## src/rtl/switch_accumulator.sv

```systemverilog
// switch_accumulator: debounced slide-switch event accumulator with a bounded
// running total and a sequential double-dabble converter that drives three
// active-low seven-segment digits (hundreds, tens, units).
module switch_accumulator #(
  parameter int N_KEYS          = 4,
  parameter int DEBOUNCE_CYCLES = 16,
  parameter int MAX_COUNT       = 255,
  parameter bit WRAP            = 1'b0,
  localparam int W              = $clog2(MAX_COUNT + 1)
) (
  input  logic              CLOCK_50,
  input  logic              RESET_N,
  input  logic [N_KEYS-1:0] SW,
  input  logic              CLEAR,
  output logic [W-1:0]      COUNT,
  output logic              EVENT,
  output logic              OVF,
  output logic              BUSY,
  output logic [0:6]        HEX2,
  output logic [0:6]        HEX1,
  output logic [0:6]        HEX0
);

  localparam int DW     = $clog2(DEBOUNCE_CYCLES + 1);
  localparam int STEP_W = $clog2(W + 1);
  localparam logic [DW-1:0]     CNT_LAST  = DW'(DEBOUNCE_CYCLES - 1);
  localparam logic [STEP_W-1:0] STEP_LAST = STEP_W'(W - 1);
  localparam logic [W:0]        MAX_EXT   = (W + 1)'(MAX_COUNT);
  localparam logic [W:0]        MOD_EXT   = (W + 1)'(MAX_COUNT + 1);

  typedef enum logic [1:0] {IDLE, LOAD, SHIFT, DONE} conv_state_t;

  logic [N_KEYS-1:0] sync1;
  logic [N_KEYS-1:0] sync2;
  logic [N_KEYS-1:0] deb;
  logic [N_KEYS-1:0] deb_q;
  logic [DW-1:0]     deb_cnt [N_KEYS];
  logic [N_KEYS-1:0] edge_vec;
  logic [W:0]        sum;
  logic [W-1:0]      count_next;
  logic              ovf_next;

  conv_state_t       state;
  logic              dirty;
  logic [W-1:0]      bin_sr;
  logic [11:0]       bcd;
  logic [STEP_W-1:0] step;

  // One add-3/shift iteration of double dabble on a three-digit BCD register.
  function automatic logic [11:0] dabble(input logic [11:0] b, input logic in_bit);
    logic [11:0] t;
    t = b;
    for (int d = 0; d < 3; d++) begin
      if (t[4*d +: 4] >= 4'd5) t[4*d +: 4] = t[4*d +: 4] + 4'd3;
    end
    return {t[10:0], in_bit};
  endfunction

  // Active-low segment pattern, index 0 is segment a.
  function automatic logic [0:6] seg7(input logic [3:0] d);
    case (d)
      4'd0:    return 7'b0000001;
      4'd1:    return 7'b1001111;
      4'd2:    return 7'b0010010;
      4'd3:    return 7'b0000110;
      4'd4:    return 7'b1001100;
      4'd5:    return 7'b0100100;
      4'd6:    return 7'b0100000;
      4'd7:    return 7'b0001111;
      4'd8:    return 7'b0000000;
      4'd9:    return 7'b0001100;
      default: return 7'b1111111;
    endcase
  endfunction

  // Two-flop synchroniser bringing the raw switch levels into the clock domain.
  always_ff @(posedge CLOCK_50 or negedge RESET_N) begin
    if (!RESET_N) begin
      sync1 <= '0;
      sync2 <= '0;
    end else begin
      sync1 <= SW;
      sync2 <= sync1;
    end
  end

  // Per-channel stable counter: accept a new level only after an unbroken run of differing samples.
  always_ff @(posedge CLOCK_50 or negedge RESET_N) begin
    if (!RESET_N) begin
      deb <= '0;
      for (int k = 0; k < N_KEYS; k++) deb_cnt[k] <= '0;
    end else begin
      for (int k = 0; k < N_KEYS; k++) begin
        if (sync2[k] != deb[k]) begin
          if (deb_cnt[k] == CNT_LAST) begin
            deb[k]     <= sync2[k];
            deb_cnt[k] <= '0;
          end else begin
            deb_cnt[k] <= deb_cnt[k] + DW'(1);
          end
        end else begin
          deb_cnt[k] <= '0;
        end
      end
    end
  end

  // Delayed copy of the debounced levels used for rising-edge detection.
  always_ff @(posedge CLOCK_50 or negedge RESET_N) begin
    if (!RESET_N) deb_q <= '0;
    else          deb_q <= deb;
  end

  assign edge_vec = deb & ~deb_q;
  assign sum      = {1'b0, COUNT} + (W + 1)'(edge_vec);

  // Next total: clear dominates, otherwise add the edge vector with saturate or wrap on overflow.
  always_comb begin
    count_next = COUNT;
    ovf_next   = OVF;
    if (CLEAR) begin
      count_next = '0;
      ovf_next   = 1'b0;
    end else if (edge_vec != '0) begin
      if (sum > MAX_EXT) begin
        ovf_next = 1'b1;
        if (WRAP) count_next = W'(sum - MOD_EXT);
        else      count_next = W'(MAX_COUNT);
      end else begin
        count_next = sum[W-1:0];
      end
    end
  end

  // Register the total, the sticky overflow and the event pulse.
  always_ff @(posedge CLOCK_50 or negedge RESET_N) begin
    if (!RESET_N) begin
      COUNT <= '0;
      OVF   <= 1'b0;
      EVENT <= 1'b0;
    end else begin
      COUNT <= count_next;
      OVF   <= ovf_next;
      EVENT <= |edge_vec;
    end
  end

  // Converter FSM: snapshot the total, run W dabble steps, publish digits, rerun if the total moved meanwhile.
  always_ff @(posedge CLOCK_50 or negedge RESET_N) begin
    if (!RESET_N) begin
      state  <= IDLE;
      dirty  <= 1'b0;
      bin_sr <= '0;
      bcd    <= '0;
      step   <= '0;
      BUSY   <= 1'b0;
      HEX2   <= 7'b0000001;
      HEX1   <= 7'b0000001;
      HEX0   <= 7'b0000001;
    end else begin
      dirty <= (count_next != COUNT) | (dirty & (state != LOAD));
      case (state)
        IDLE: begin
          if (dirty) begin
            state <= LOAD;
            BUSY  <= 1'b1;
          end
        end
        LOAD: begin
          bin_sr <= COUNT;
          bcd    <= '0;
          step   <= '0;
          state  <= SHIFT;
        end
        SHIFT: begin
          bcd    <= dabble(bcd, bin_sr[W-1]);
          bin_sr <= bin_sr << 1;
          if (step == STEP_LAST) begin
            step  <= '0;
            state <= DONE;
          end else begin
            step <= step + STEP_W'(1);
          end
        end
        DONE: begin
          HEX2 <= seg7(bcd[11:8]);
          HEX1 <= seg7(bcd[7:4]);
          HEX0 <= seg7(bcd[3:0]);
          if (dirty) begin
            state <= LOAD;
          end else begin
            state <= IDLE;
            BUSY  <= 1'b0;
          end
        end
        default: begin
          state <= IDLE;
          BUSY  <= 1'b0;
        end
      endcase
    end
  end

endmodule

```

## config.mk

```make
export PLATFORM = sky130hd
export DESIGN_NAME = switch_accumulator
export DESIGN_NICKNAME = d
export VERILOG_FILES = /design/src/rtl/switch_accumulator.sv
export SDC_FILE = /design/constraint.sdc
export NUM_CORES = 1
export LEC_CHECK = 0
export ABC_AREA = 1
export CAP_MARGIN = 10
export CORE_MARGIN = 1.5
export CORE_UTILIZATION = 45
export CTS_CLUSTER_SIZE = 12
export DETAILED_ROUTE_END_ITERATION = 8
export HOLD_SLACK_MARGIN = 0.06
export PLACE_DENSITY = 0.68
export SYNTH_ARGS = -nofsm -noshare
export SYNTH_HDL_FRONTEND = slang
export SYNTH_SLANG_ARGS = --single-unit
```

## constraint.sdc

```tcl
create_clock -name CLOCK_50 -period 2 [get_ports CLOCK_50]
set_input_delay 0.2 -clock CLOCK_50 [delete_from_list [all_inputs] [get_ports CLOCK_50]]
set_output_delay 0.2 -clock CLOCK_50 [all_outputs]
set_load 0.1 [all_outputs]
```

==> results of run 1 <==
report_power, final:
group | internal (mW) | switching [mW] | leakage [nW]
sequential | 2.19 | 0.165 | 1.24
clock | 0.619 | 0.693 | 0.0993
combinational | 0.638 | 2.21 | 1.52
state kept, by name, summed over array words and instances, names as in the netlist:
signal,count
COUNT,8
EVENT,1
dirty,1
bin_sr,8
sync1,4
OVF,1
sync2,4
deb_q,4
deb_cnt,20
HEX2,7
HEX0,7
state,2
bcd,12
deb,4
step,4
HEX1,7
BUSY,1
stage by stage:
step	instance area (um^2)	hold slack, ns	setup WS (ns)	utilization, %	instances
6_report	5650	0.266	-0.00278	55.0	751
5_1_grt	5650	0.250	-0.167	55.0	751
4_1_cts	5640	0.248	0.0159	54.8	751
3_5_place_dp	5380	0.168	-0.101	52.3	732
3_3_place_gp	5380	0.166	-0.0340	52.3	732
2_1_floorplan	4770	-0.0956	-0.0937	-	544
metal layers:
metal  routed length [um]  vias up
li1                     -     1895
met5                    0        -
met4                  145        0
met3                  420       13
met2                 4640       78
met1                 4290     1746
placed cells by master (no fill, tap or decap), drive strengths merged, types with 10 or more instances in the layout:
| cell type | count |
|---|---|
| nand2 | 107 |
| dfrtp | 92 |
| inv | 79 |
| nor2 | 61 |
| buf | 59 |
| a21oi | 40 |
| nand3 | 34 |
| o21ai | 31 |
| ha | 28 |
| o211ai | 10 |
| clkbuf | 10 |
kinds of logic (layout without fill, tap and decap cells):
logic type / after synthesis / in the layout / synth area share (%)
xor gates and xnor gates: 11 / 11 / 2.03
and+or+nand+nor: 220 / 220 / 20.6
adders and majority gates: 29 / 29 / 7.81
muxes: 4 / 4 / 0.950
buffers and inverters: 91 / 162 / 7.42
AOI/OAI and AO/OA: 94 / 94 / 11.0
DFF: 95 / 95 / 50.2
final cells by class:
class	instances	area share [%]
Tap cell	136	3.01
Clock buffer	10	2.44
Clock inverter	6	1.20
Multi-Input combinational cell	358	36.5
Inverter	81	5.38
Timing Repair Buffer	65	9.12
Sequential cell	95	42.3
what timing repair did:
item,4_1_cts,5_1_grt
buffers inserted,2,0
resized for setup,6,2
hold buffers,1,0
setup endpoints to repair,1,2
endpoints found under the hold margin,28,0
pin swaps,7,0
worst paths after layout:
kind,slack (ns),endpoint,start,cells past startpoint
max reg2reg,-0.003,dirty,deb_q[0],17
max in group asynchronous,1.01,HEX1[6],RESET_N,3
min,0.27,sync1[0],SW[0],1
min in group asynchronous,0.32,bcd[10],RESET_N,2
max,-0.003,dirty,deb_q[0],17
min reg2reg,0.36,sync2[3],sync1[3],0
==> flow_summary.html, run 1 <==
<table>
<tr><th>Metric</th><th>Value</th></tr>
<tr><th colspan="2">Worst setup path</th></tr>
<tr><td>WP data arrival</td><td>2.27 ns</td></tr>
<tr><td>CP Class</td><td>reg -&gt; reg</td></tr>
<tr><td>Setup crit end kind</td><td>flop</td></tr>
<tr><td>Worst Setup Start Kind</td><td>flop</td></tr>
<tr><td>Largest fanout of any net on the critical path</td><td>5</td></tr>
<tr><td>Worst-path cell with the longest stage delay</td><td>sky130_fd_sc_hd__dfrtp_1</td></tr>
<tr><td>Cell-by-cell trace of the critical path</td><td>inv_1 -&gt; nand2_2 -&gt; inv_2 -&gt; ha_4 -&gt; inv_2 -&gt; fa_2 -&gt; inv_2 -&gt; nand2_2 -&gt; nand2_4 -&gt; nand2_4 -&gt; nand3_2 -&gt; and2_4 -&gt; nor2_2 -&gt; nor2_2 -&gt; nand2_1 -&gt; nor2_1 -&gt; nand2_1</td></tr>
<tr><td>Data required, critical path</td><td>2.26 ns</td></tr>
<tr><td>Cell repeated most along the worst path</td><td>sky130_fd_sc_hd__inv_2</td></tr>
<tr><td>Worst path bufs/invs</td><td>4</td></tr>
<tr><td>Biggest cell delay along the critical path</td><td>around 0.37 ns</td></tr>
<tr><td>Cell family with the largest share of critical-path delay</td><td>simple AND/OR/NAND/NOR gates</td></tr>
<tr><th colspan="2">Timing</th></tr>
<tr><td>Total negative slack for setup checks</td><td>-0.00278 ns</td></tr>
<tr><td>Count of endpoints failing setup in the final report</td><td>1</td></tr>
<tr><td>Unrepaired setup endpoints after global routing</td><td>yes</td></tr>
<tr><td>Number of endpoints with negative hold slack in the final report</td><td>0</td></tr>
<tr><td>Worst Max-Slew Pin Slew</td><td>approximately 0.46 ns</td></tr>
<tr><td>Minimum period implied by the final worst setup slack</td><td>2.00 ns</td></tr>
<tr><td>Setup WS post-layout</td><td>-0.00278 ns</td></tr>
<tr><td>Part of the cycle the worst path needs</td><td>100%</td></tr>
<tr><td>Max-slew violation count</td><td>0</td></tr>
<tr><td>Worst Skew</td><td>~0.0061 ns</td></tr>
<tr><td>Rel. slew slack</td><td>69.6%</td></tr>
<tr><td>Fmax achieved</td><td>499 MHz</td></tr>
<tr><th colspan="2">Logic synthesis</th></tr>
<tr><td>Most frequently used flop master after synthesis</td><td>sky130_fd_sc_hd__dfrtp_1</td></tr>
<tr><td>Number of storage elements in the synthesis netlist</td><td>between 90 and 100</td></tr>
<tr><td>Sequential share of the synthesized area</td><td>50.2%</td></tr>
<tr><td>Warnings, synthesis</td><td>0</td></tr>
<tr><td>Leading cell types by total area after synthesis</td><td>sky130_fd_sc_hd__dfrtp_1 (49%), sky130_fd_sc_hd__nand2_1 (8.0%), sky130_fd_sc_hd__ha_1 (7.4%)</td></tr>
<tr><td>Post-synth top area share</td><td>48.6%</td></tr>
<tr><td>Top cell type by total area after synthesis</td><td>sky130_fd_sc_hd__dfrtp_1</td></tr>
<tr><td>Post-Synthesis Cell Area</td><td>4740 um^2</td></tr>
<tr><td>Average footprint of a synthesized cell</td><td>8.71 um^2</td></tr>
<tr><td>Top post-synthesis cells by count</td><td>sky130_fd_sc_hd__nand2_1 (101), sky130_fd_sc_hd__dfrtp_1 (92), sky130_fd_sc_hd__inv_1 (76), sky130_fd_sc_hd__nor2_1 (57), sky130_fd_sc_hd__a21oi_1 (40)</td></tr>
<tr><td>Most used standard cell by instance count after synthesis</td><td>sky130_fd_sc_hd__nand2_1</td></tr>
<tr><td>Count of mapped cells out of synthesis</td><td>544</td></tr>
<tr><td>Number of synthesized flops with an enable pin</td><td>0</td></tr>
<tr><td>Netlist cell types</td><td>37</td></tr>
<tr><td>Asr flop ratio synth</td><td>100%</td></tr>
<tr><td>Net count after synthesis</td><td>580</td></tr>
<tr><th colspan="2">Place</th></tr>
<tr><td>Detailed placer's ending HPWL</td><td>7.06 mm</td></tr>
<tr><td>Port Buf Inserts</td><td>38</td></tr>
<tr><td>Placer congestion estimate</td><td>0.854</td></tr>
<tr><th colspan="2">Floorplan</th></tr>
<tr><td>FP Rows</td><td>37</td></tr>
<tr><td>Starting Density</td><td>46.1%</td></tr>
<tr><td>Die X-Extent</td><td>about 110 um</td></tr>
<tr><td>Core area</td><td>10300 um^2</td></tr>
<tr><td>Overall die height</td><td>between 100 and 150 um</td></tr>
<tr><td>Die area</td><td>approximately 11000 um^2</td></tr>
<tr><td>I/O pin count</td><td>39</td></tr>
<tr><th colspan="2">Status</th></tr>
<tr><td>Violated checks</td><td>setup timing</td></tr>
<tr><td>Status</td><td>finished with violations</td></tr>
<tr><th colspan="2">Job</th></tr>
<tr><td>Max-cap violation count</td><td>0</td></tr>
<tr><th colspan="2">Clock network</th></tr>
<tr><td>Clock H-tree levels</td><td>3</td></tr>
<tr><td>Cell chosen for the clock root</td><td>sky130_fd_sc_hd__clkbuf_8</td></tr>
<tr><td>Clock slew at the register clock pins of the worst setup and hold paths</td><td>around 0.090 ns</td></tr>
<tr><td>Clock buffer count from CTS</td><td>9</td></tr>
<tr><td>Deepest clock path buffer count</td><td>2</td></tr>
<tr><td>Later-pin clock latency in the skew report</td><td>approximately 0.36 ns</td></tr>
<tr><td>Number of sinks driven by the clock tree</td><td>95</td></tr>
<tr><td>Clock tree from TritonCTS</td><td>yes</td></tr>
<tr><th colspan="2">Power and ir drop</th></tr>
<tr><td>Peak supply drop</td><td>1.41 mV</td></tr>
<tr><td>Areal power density over the cells</td><td>1150 nW/um^2</td></tr>
<tr><td>PnR Total Power</td><td>6.52 mW</td></tr>
<tr><td>P_leak</td><td>between 2 and 3 nW</td></tr>
<tr><th colspan="2">GRT</th></tr>
<tr><td>Pin count of the biggest net entering global routing</td><td>38</td></tr>
<tr><td>Global Route met1 Usage</td><td>a little under a quarter</td></tr>
<tr><td>Grt ovf</td><td>0</td></tr>
<tr><td>Layer with the highest usage after global routing</td><td>met2</td></tr>
<tr><td>Global-route total usage across every layer</td><td>18.8%</td></tr>
<tr><td>Met2 Resource Use GR</td><td>31.7%</td></tr>
<tr><td>Global-route wire length before repair</td><td>about 17 mm</td></tr>
<tr><td>Via count of the first global-routing pass</td><td>between 3000 and 4000</td></tr>
<tr><td>Number of antenna violations at the first check in global routing</td><td>0</td></tr>
<tr><td>GR Layer Usage met3</td><td>3.77%</td></tr>
<tr><th colspan="2">Cells and area</th></tr>
<tr><td>Filler Cells Inserted</td><td>between 900 and 1000</td></tr>
<tr><td>Footprint of the flip-flops and latches</td><td>2390 um^2</td></tr>
<tr><td>Multi-input gate area</td><td>2060 um^2</td></tr>
<tr><td>Area grow syn2layout</td><td>19.2%</td></tr>
<tr><td>Proportion of layout cells with a drive suffix above 1</td><td>a little under a fifth</td></tr>
<tr><td>Number of antenna repair diodes</td><td>0</td></tr>
<tr><td>Total Nets Final</td><td>646</td></tr>
<tr><th colspan="2">Drt</th></tr>
<tr><td>Mean number of vias per cell</td><td>4.97</td></tr>
<tr><td>Drt first pass iters</td><td>4</td></tr>
<tr><td>WL final</td><td>9.50 mm</td></tr>
<tr><td>Mean routed wirelength per cell</td><td>12.6 um</td></tr>
<tr><td>Number of DRC markers in iteration 0</td><td>163</td></tr>
<tr><td>DR DRC count</td><td>0</td></tr>
<tr><td>Total number of vias</td><td>between 3000 and 4000</td></tr>
<tr><td>Number of nets with antenna violations after routing</td><td>0</td></tr>
<tr><th colspan="2">Min path</th></tr>
<tr><td>Worst min-delay path class</td><td>in -&gt; reg</td></tr>
</table>
No activity file was read; power rests on OpenSTA's default activity.
==> run 2: changes to the inputs <==
GPL_TIMING_DRIVEN = 1   (was default)
==> results of run 2 <==
The final DEF is identical to that of run 1; final timing and power are the same.
==> run 3: changes to the inputs <==
ABC_AREA = 0   (was 1)
GPL_TIMING_DRIVEN = default   (was 1)
clock period = 1.8 ns   (was 2 ns; I/O delays follow)
==> run 3 against run 2 <==
Against the previous run:
- the run still ends with setup timing left
- combinational power rose by 6%
- final area grew 7.8%
- maximum frequency is 7.1% lower
- synthesized cell count decreased by 9.9%
==> flow_summary.html, run 3 <==
<table>
<tr><th>Metric</th><th>Value</th></tr>
<tr><th colspan="2">Status</th></tr>
<tr><td>Status</td><td>finished with violations (unchanged)</td></tr>
<tr><td>Violated checks</td><td>setup timing (unchanged)</td></tr>
<tr><th colspan="2">Power and ir drop</th></tr>
<tr><td>P_leak</td><td>2.79 nW (was 2.86 nW)</td></tr>
<tr><td>PnR Total Power</td><td>7.08 mW (was 6.52 mW)</td></tr>
<tr><td>Peak supply drop</td><td>0.719 mV (was 1.41 mV)</td></tr>
<tr><td>Areal power density over the cells</td><td>1160 nW/um^2 (was 1150 nW/um^2)</td></tr>
<tr><th colspan="2">Timing</th></tr>
<tr><td>Minimum period implied by the final worst setup slack</td><td>2.16 ns (was 2.00 ns)</td></tr>
<tr><td>Worst Max-Slew Pin Slew</td><td>0.509 ns (was 0.456 ns)</td></tr>
<tr><td>Rel. slew slack</td><td>65.8% (was 69.6%)</td></tr>
<tr><td>Setup WS post-layout</td><td>-0.356 ns (was -0.00278 ns)</td></tr>
<tr><td>Number of endpoints with negative hold slack in the final report</td><td>0 (unchanged)</td></tr>
<tr><td>Part of the cycle the worst path needs</td><td>120% (was 100%)</td></tr>
<tr><td>Worst Skew</td><td>0.00764 ns (was 0.00606 ns)</td></tr>
<tr><td>Max-slew violation count</td><td>0 (unchanged)</td></tr>
<tr><td>Fmax achieved</td><td>464 MHz (was 499 MHz)</td></tr>
<tr><td>Count of endpoints failing setup in the final report</td><td>10 (was 1)</td></tr>
<tr><td>Unrepaired setup endpoints after global routing</td><td>yes (unchanged)</td></tr>
<tr><th colspan="2">Cells and area</th></tr>
<tr><td>Largest registers</td><td>deb_cnt: 20 flops, bcd: 12 flops (unchanged)</td></tr>
<tr><td>Highest-count cells in the layout ignoring fill and taps</td><td>sky130_fd_sc_hd__dfrtp_1 (86), sky130_fd_sc_hd__buf_4 (68), sky130_fd_sc_hd__nor2_1 (58) (was sky130_fd_sc_hd__nand2_1 (97), sky130_fd_sc_hd__dfrtp_1 (87), sky130_fd_sc_hd__inv_1 (73))</td></tr>
<tr><td>Most frequent standard cell in the layout excluding fill and tap cells</td><td>sky130_fd_sc_hd__dfrtp_1 (was sky130_fd_sc_hd__nand2_1)</td></tr>
<tr><td>Non-Filler Instances</td><td>707 (was 751)</td></tr>
<tr><td>Number of flip-flops under the largest register name</td><td>20 (unchanged)</td></tr>
<tr><td>Proportion of layout cells with a drive suffix above 1</td><td>26.1% (was 19.2%)</td></tr>
<tr><td>Filler Cells Inserted</td><td>901 (was 940)</td></tr>
<tr><td>Top reg by flops</td><td>deb_cnt (unchanged)</td></tr>
<tr><td>Area grow syn2layout</td><td>25.9% (was 19.2%)</td></tr>
<tr><td>Total Nets Final</td><td>602 (was 646)</td></tr>
<tr><td>Number of antenna repair diodes</td><td>0 (unchanged)</td></tr>
<tr><th colspan="2">Logic synthesis</th></tr>
<tr><td>Adder-cell share of the synthesized area</td><td>7.66% (was 7.81%)</td></tr>
<tr><td>Number of synthesized flops with an enable pin</td><td>0 (unchanged)</td></tr>
<tr><td>Dominant combinational cell family by area after synthesis</td><td>compound AO/OA/AOI/OAI gates (was simple AND/OR/NAND/NOR gates)</td></tr>
<tr><td>Synthesized-area fraction occupied by and/or/nand/nor cells</td><td>14.0% (was 20.6%)</td></tr>
<tr><td>Most used standard cell by instance count after synthesis</td><td>sky130_fd_sc_hd__dfrtp_1 (was sky130_fd_sc_hd__nand2_1)</td></tr>
<tr><td>Leading cell types by total area after synthesis</td><td>sky130_fd_sc_hd__dfrtp_1 (48%), sky130_fd_sc_hd__ha_1 (7.2%), sky130_fd_sc_hd__nor2_1 (4.7%) (was sky130_fd_sc_hd__dfrtp_1 (49%), sky130_fd_sc_hd__nand2_1 (8.0%), sky130_fd_sc_hd__ha_1 (7.4%))</td></tr>
<tr><td>Net count after synthesis</td><td>526 (was 580)</td></tr>
<tr><td>Count of mapped cells out of synthesis</td><td>490 (was 544)</td></tr>
<tr><td>Most frequently used flop master after synthesis</td><td>sky130_fd_sc_hd__dfrtp_1 (unchanged)</td></tr>
<tr><td>Asr flop ratio synth</td><td>100% (unchanged)</td></tr>
<tr><td>Top cell type by total area after synthesis</td><td>sky130_fd_sc_hd__dfrtp_1 (unchanged)</td></tr>
<tr><td>Warnings, synthesis</td><td>0 (unchanged)</td></tr>
<tr><td>Fraction of synthesized area in multiplexers</td><td>4.40% (was 0.950%)</td></tr>
<tr><td>Top post-synthesis cells by count</td><td>sky130_fd_sc_hd__dfrtp_1 (92), sky130_fd_sc_hd__nor2_1 (61), sky130_fd_sc_hd__o21ai_0 (36), sky130_fd_sc_hd__a21oi_1 (35), sky130_fd_sc_hd__inv_1 (35) (was sky130_fd_sc_hd__nand2_1 (101), sky130_fd_sc_hd__dfrtp_1 (92), sky130_fd_sc_hd__inv_1 (76), sky130_fd_sc_hd__nor2_1 (57), sky130_fd_sc_hd__a21oi_1 (40))</td></tr>
<tr><td>Post-Synthesis Cell Area</td><td>4840 um^2 (was 4740 um^2)</td></tr>
<tr><td>Average footprint of a synthesized cell</td><td>9.87 um^2 (was 8.71 um^2)</td></tr>
<tr><td>Sequential share of the synthesized area</td><td>49.2% (was 50.2%)</td></tr>
<tr><td>Compound-Gate Fraction of Synth Area</td><td>16.3% (was 11.0%)</td></tr>
<tr><td>Post-Synth XOR/XNOR Area</td><td>3.26% (was 2.03%)</td></tr>
<tr><td>Netlist cell types</td><td>57 (was 37)</td></tr>
<tr><td>Number of storage elements in the synthesis netlist</td><td>95 (unchanged)</td></tr>
<tr><td>Post-synth top area share</td><td>47.6% (was 48.6%)</td></tr>
<tr><th colspan="2">Clock network</th></tr>
<tr><td>Later-pin clock latency in the skew report</td><td>0.37 ns (was 0.36 ns)</td></tr>
<tr><td>Clock slew at the register clock pins of the worst setup and hold paths</td><td>0.09 ns (about the same)</td></tr>
<tr><td>Deepest clock path buffer count</td><td>2 (unchanged)</td></tr>
<tr><td>Number of sinks driven by the clock tree</td><td>95 (unchanged)</td></tr>
<tr><td>Clock H-tree levels</td><td>3 (unchanged)</td></tr>
<tr><td>Clock tree from TritonCTS</td><td>yes (unchanged)</td></tr>
<tr><td>Clock buffer count from CTS</td><td>9 (unchanged)</td></tr>
<tr><td>Cell chosen for the clock root</td><td>sky130_fd_sc_hd__clkbuf_8 (unchanged)</td></tr>
<tr><th colspan="2">Drt</th></tr>
<tr><td>Drt first pass iters</td><td>4 (unchanged)</td></tr>
<tr><td>Number of nets with antenna violations after routing</td><td>0 (unchanged)</td></tr>
<tr><td>DR DRC count</td><td>0 (unchanged)</td></tr>
<tr><td>Total number of vias</td><td>3812 (was 3732)</td></tr>
<tr><td>Mean number of vias per cell</td><td>5.39 (was 4.97)</td></tr>
<tr><td>Number of DRC markers in iteration 0</td><td>150 (was 163)</td></tr>
<tr><td>Mean routed wirelength per cell</td><td>14.2 um (was 12.6 um)</td></tr>
<tr><td>WL final</td><td>10.1 mm (was 9.50 mm)</td></tr>
<tr><th colspan="2">Floorplan</th></tr>
<tr><td>Die X-Extent</td><td>107 um (was 106 um)</td></tr>
<tr><td>FP Rows</td><td>37 (unchanged)</td></tr>
<tr><td>Overall die height</td><td>107 um (was 106 um)</td></tr>
<tr><td>Starting Density</td><td>46.6% (was 46.1%)</td></tr>
<tr><td>I/O pin count</td><td>39 (unchanged)</td></tr>
<tr><td>Die area</td><td>11400 um^2 (was 11200 um^2)</td></tr>
<tr><td>Core area</td><td>10400 um^2 (was 10300 um^2)</td></tr>
<tr><th colspan="2">Worst setup path</th></tr>
<tr><td>WP data arrival</td><td>2.40 ns (was 2.27 ns)</td></tr>
<tr><td>Cell family with the largest share of critical-path delay</td><td>compound AO/OA/AOI/OAI gates (was simple AND/OR/NAND/NOR gates)</td></tr>
<tr><td>Cell repeated most along the worst path</td><td>sky130_fd_sc_hd__nor2b_4 (was sky130_fd_sc_hd__inv_2)</td></tr>
<tr><td>Data required, critical path</td><td>2.04 ns (was 2.26 ns)</td></tr>
<tr><td>Worst Setup Start Kind</td><td>flop (unchanged)</td></tr>
<tr><td>Biggest cell delay along the critical path</td><td>0.40 ns (was 0.37 ns)</td></tr>
<tr><td>Largest fanout of any net on the critical path</td><td>4 (was 5)</td></tr>
<tr><td>Setup crit end kind</td><td>flop (unchanged)</td></tr>
<tr><td>Worst setup startpoint</td><td>deb_q[0] (unchanged)</td></tr>
<tr><td>Worst path bufs/invs</td><td>1 (was 4)</td></tr>
<tr><td>Launch point of the worst reg-to-reg path</td><td>deb_q[0] (unchanged)</td></tr>
<tr><td>CP Class</td><td>reg -&gt; reg (unchanged)</td></tr>
<tr><td>Cell-by-cell trace of the critical path</td><td>nor2b_4 -&gt; ha_4 -&gt; inv_2 -&gt; fa_2 -&gt; nor2b_4 -&gt; o311a_4 -&gt; o21a_1 -&gt; o21ai_1 -&gt; a211oi_2 -&gt; o211ai_2 (was inv_1 -&gt; nand2_2 -&gt; inv_2 -&gt; ha_4 -&gt; inv_2 -&gt; fa_2 -&gt; inv_2 -&gt; nand2_2 -&gt; nand2_4 -&gt; nand2_4 -&gt; nand3_2 -&gt; and2_4 -&gt; nor2_2 -&gt; nor2_2 -&gt; nand2_1 -&gt; nor2_1 -&gt; nand2_1)</td></tr>
<tr><td>Worst-path cell with the longest stage delay</td><td>sky130_fd_sc_hd__dfrtp_1 (unchanged)</td></tr>
<tr><th colspan="2">Place</th></tr>
<tr><td>Placed cell count</td><td>687 (was 732)</td></tr>
<tr><td>Port Buf Inserts</td><td>38 (unchanged)</td></tr>
<tr><td>Placer congestion estimate</td><td>0.928 (was 0.854)</td></tr>
<tr><td>Detailed placer's ending HPWL</td><td>7.01 mm (was 7.06 mm)</td></tr>
<tr><th colspan="2">GRT</th></tr>
<tr><td>Global-route total usage across every layer</td><td>19.3% (was 18.8%)</td></tr>
<tr><td>Pin count of the biggest net entering global routing</td><td>41 (was 38)</td></tr>
<tr><td>Global-route wire length before repair</td><td>17.5 mm (was 16.8 mm)</td></tr>
<tr><td>Via count of the first global-routing pass</td><td>3785 (was 3752)</td></tr>
<tr><td>Grt ovf</td><td>0 (unchanged)</td></tr>
<tr><td>Number of antenna violations at the first check in global routing</td><td>0 (unchanged)</td></tr>
<tr><th colspan="2">Job</th></tr>
<tr><td>Max-cap violation count</td><td>0 (unchanged)</td></tr>
<tr><th colspan="2">Min path</th></tr>
<tr><td>Worst min-delay path class</td><td>in -&gt; reg (unchanged)</td></tr>
<tr><td>Start point of the worst min-delay path</td><td>SW[3] (was SW[0])</td></tr>
</table>
[run 3: kinds of logic after synthesis]
family | count (synthesis)
AOI/OAI and AO/OA | 127
DFF | 95
xor gates and xnor gates | 18
adders and majority gates | 29
and+or+nand+nor | 140
buffers and inverters | 61
muxes | 20
[run 3: final cells by class]
cell class	instances	area (um^2)	share of cell area, %
clock inverters	6	45.0	0.740
repair buffers	87	822	13.5
flip-flops and latches	95	2400	39.4
clock buffers	10	128	2.10
multi-input cells	334	2380	39.1
well taps	136	170	2.79
inverters	39	146	2.40
[run 3: report_power, final]
| part | leakage [nW] | internal [mW] | switching (mW) | total [mW] |
|---|---|---|---|---|
| clock network | 0.0793 | 0.510 | 0.778 | 1.29 |
| registers | 1.25 | 2.50 | 0.272 | 2.77 |
| logic | 1.47 | 0.962 | 2.06 | 3.02 |
| total | 2.79 | 3.97 | 3.11 | 7.08 |
[run 3: final timing paths]
kind                            depth (start not counted)  slack [ns]       end
worst min-delay path                                    1        0.25  sync1[3]
worst max-delay path                                   10       -0.36     dirty
worst max register to register                         10       -0.36     dirty
min in group asynchronous                               2        0.27   HEX1[0]
max in group asynchronous                               3        0.90   HEX2[6]
worst min register to register                          0        0.36  sync2[0]
[run 3: timing repair]
item	CTS	global route
buffers inserted	2	3
gates resized for setup	20	8
endpoints found under the hold margin	27	0
endpoints found under the setup margin	10	12
pin swaps	10	4
hold buffers	1	0
[run 3: worst register-to-register path, stage by stage, from the launching register on]
cell and delay (ns):
sky130_fd_sc_hd__dfrtp_1 0.40, sky130_fd_sc_hd__nor2b_4 0.14, sky130_fd_sc_hd__ha_4 0.14, sky130_fd_sc_hd__inv_2 0.03, sky130_fd_sc_hd__fa_2 0.37, sky130_fd_sc_hd__nor2b_4 0.20, sky130_fd_sc_hd__o311a_4 0.24, sky130_fd_sc_hd__o21a_1 0.11
sky130_fd_sc_hd__o21ai_1 0.06, sky130_fd_sc_hd__a211oi_2 0.22, sky130_fd_sc_hd__o211ai_2 0.11
[run 3: layer usage]
metal,vias up,track usage [%],part of all wire [%]
li1,1865,-,-
met1,1849,23.9,45
met2,75,32.4,49
met3,23,4.56,3.3
met4,0,7.71,2.2
met5,-,0,0
[run 3: stage by stage]
step | hold WS, ns | worst slack (ns) | util (%) | area (um^2) | setup TNS, ns
after floorplan | -0.116 | -0.400 | - | 4900 | -1.76
after global placement | 0.141 | -0.337 | 55.4 | 5750 | -1.71
after detailed placement | 0.143 | -0.398 | 55.4 | 5750 | -2.24
after CTS | 0.225 | -0.363 | 58.3 | 6050 | -2.14
after global routing | 0.229 | -0.462 | 58.7 | 6090 | -2.85
final | 0.247 | -0.356 | 58.7 | 6090 | -1.89
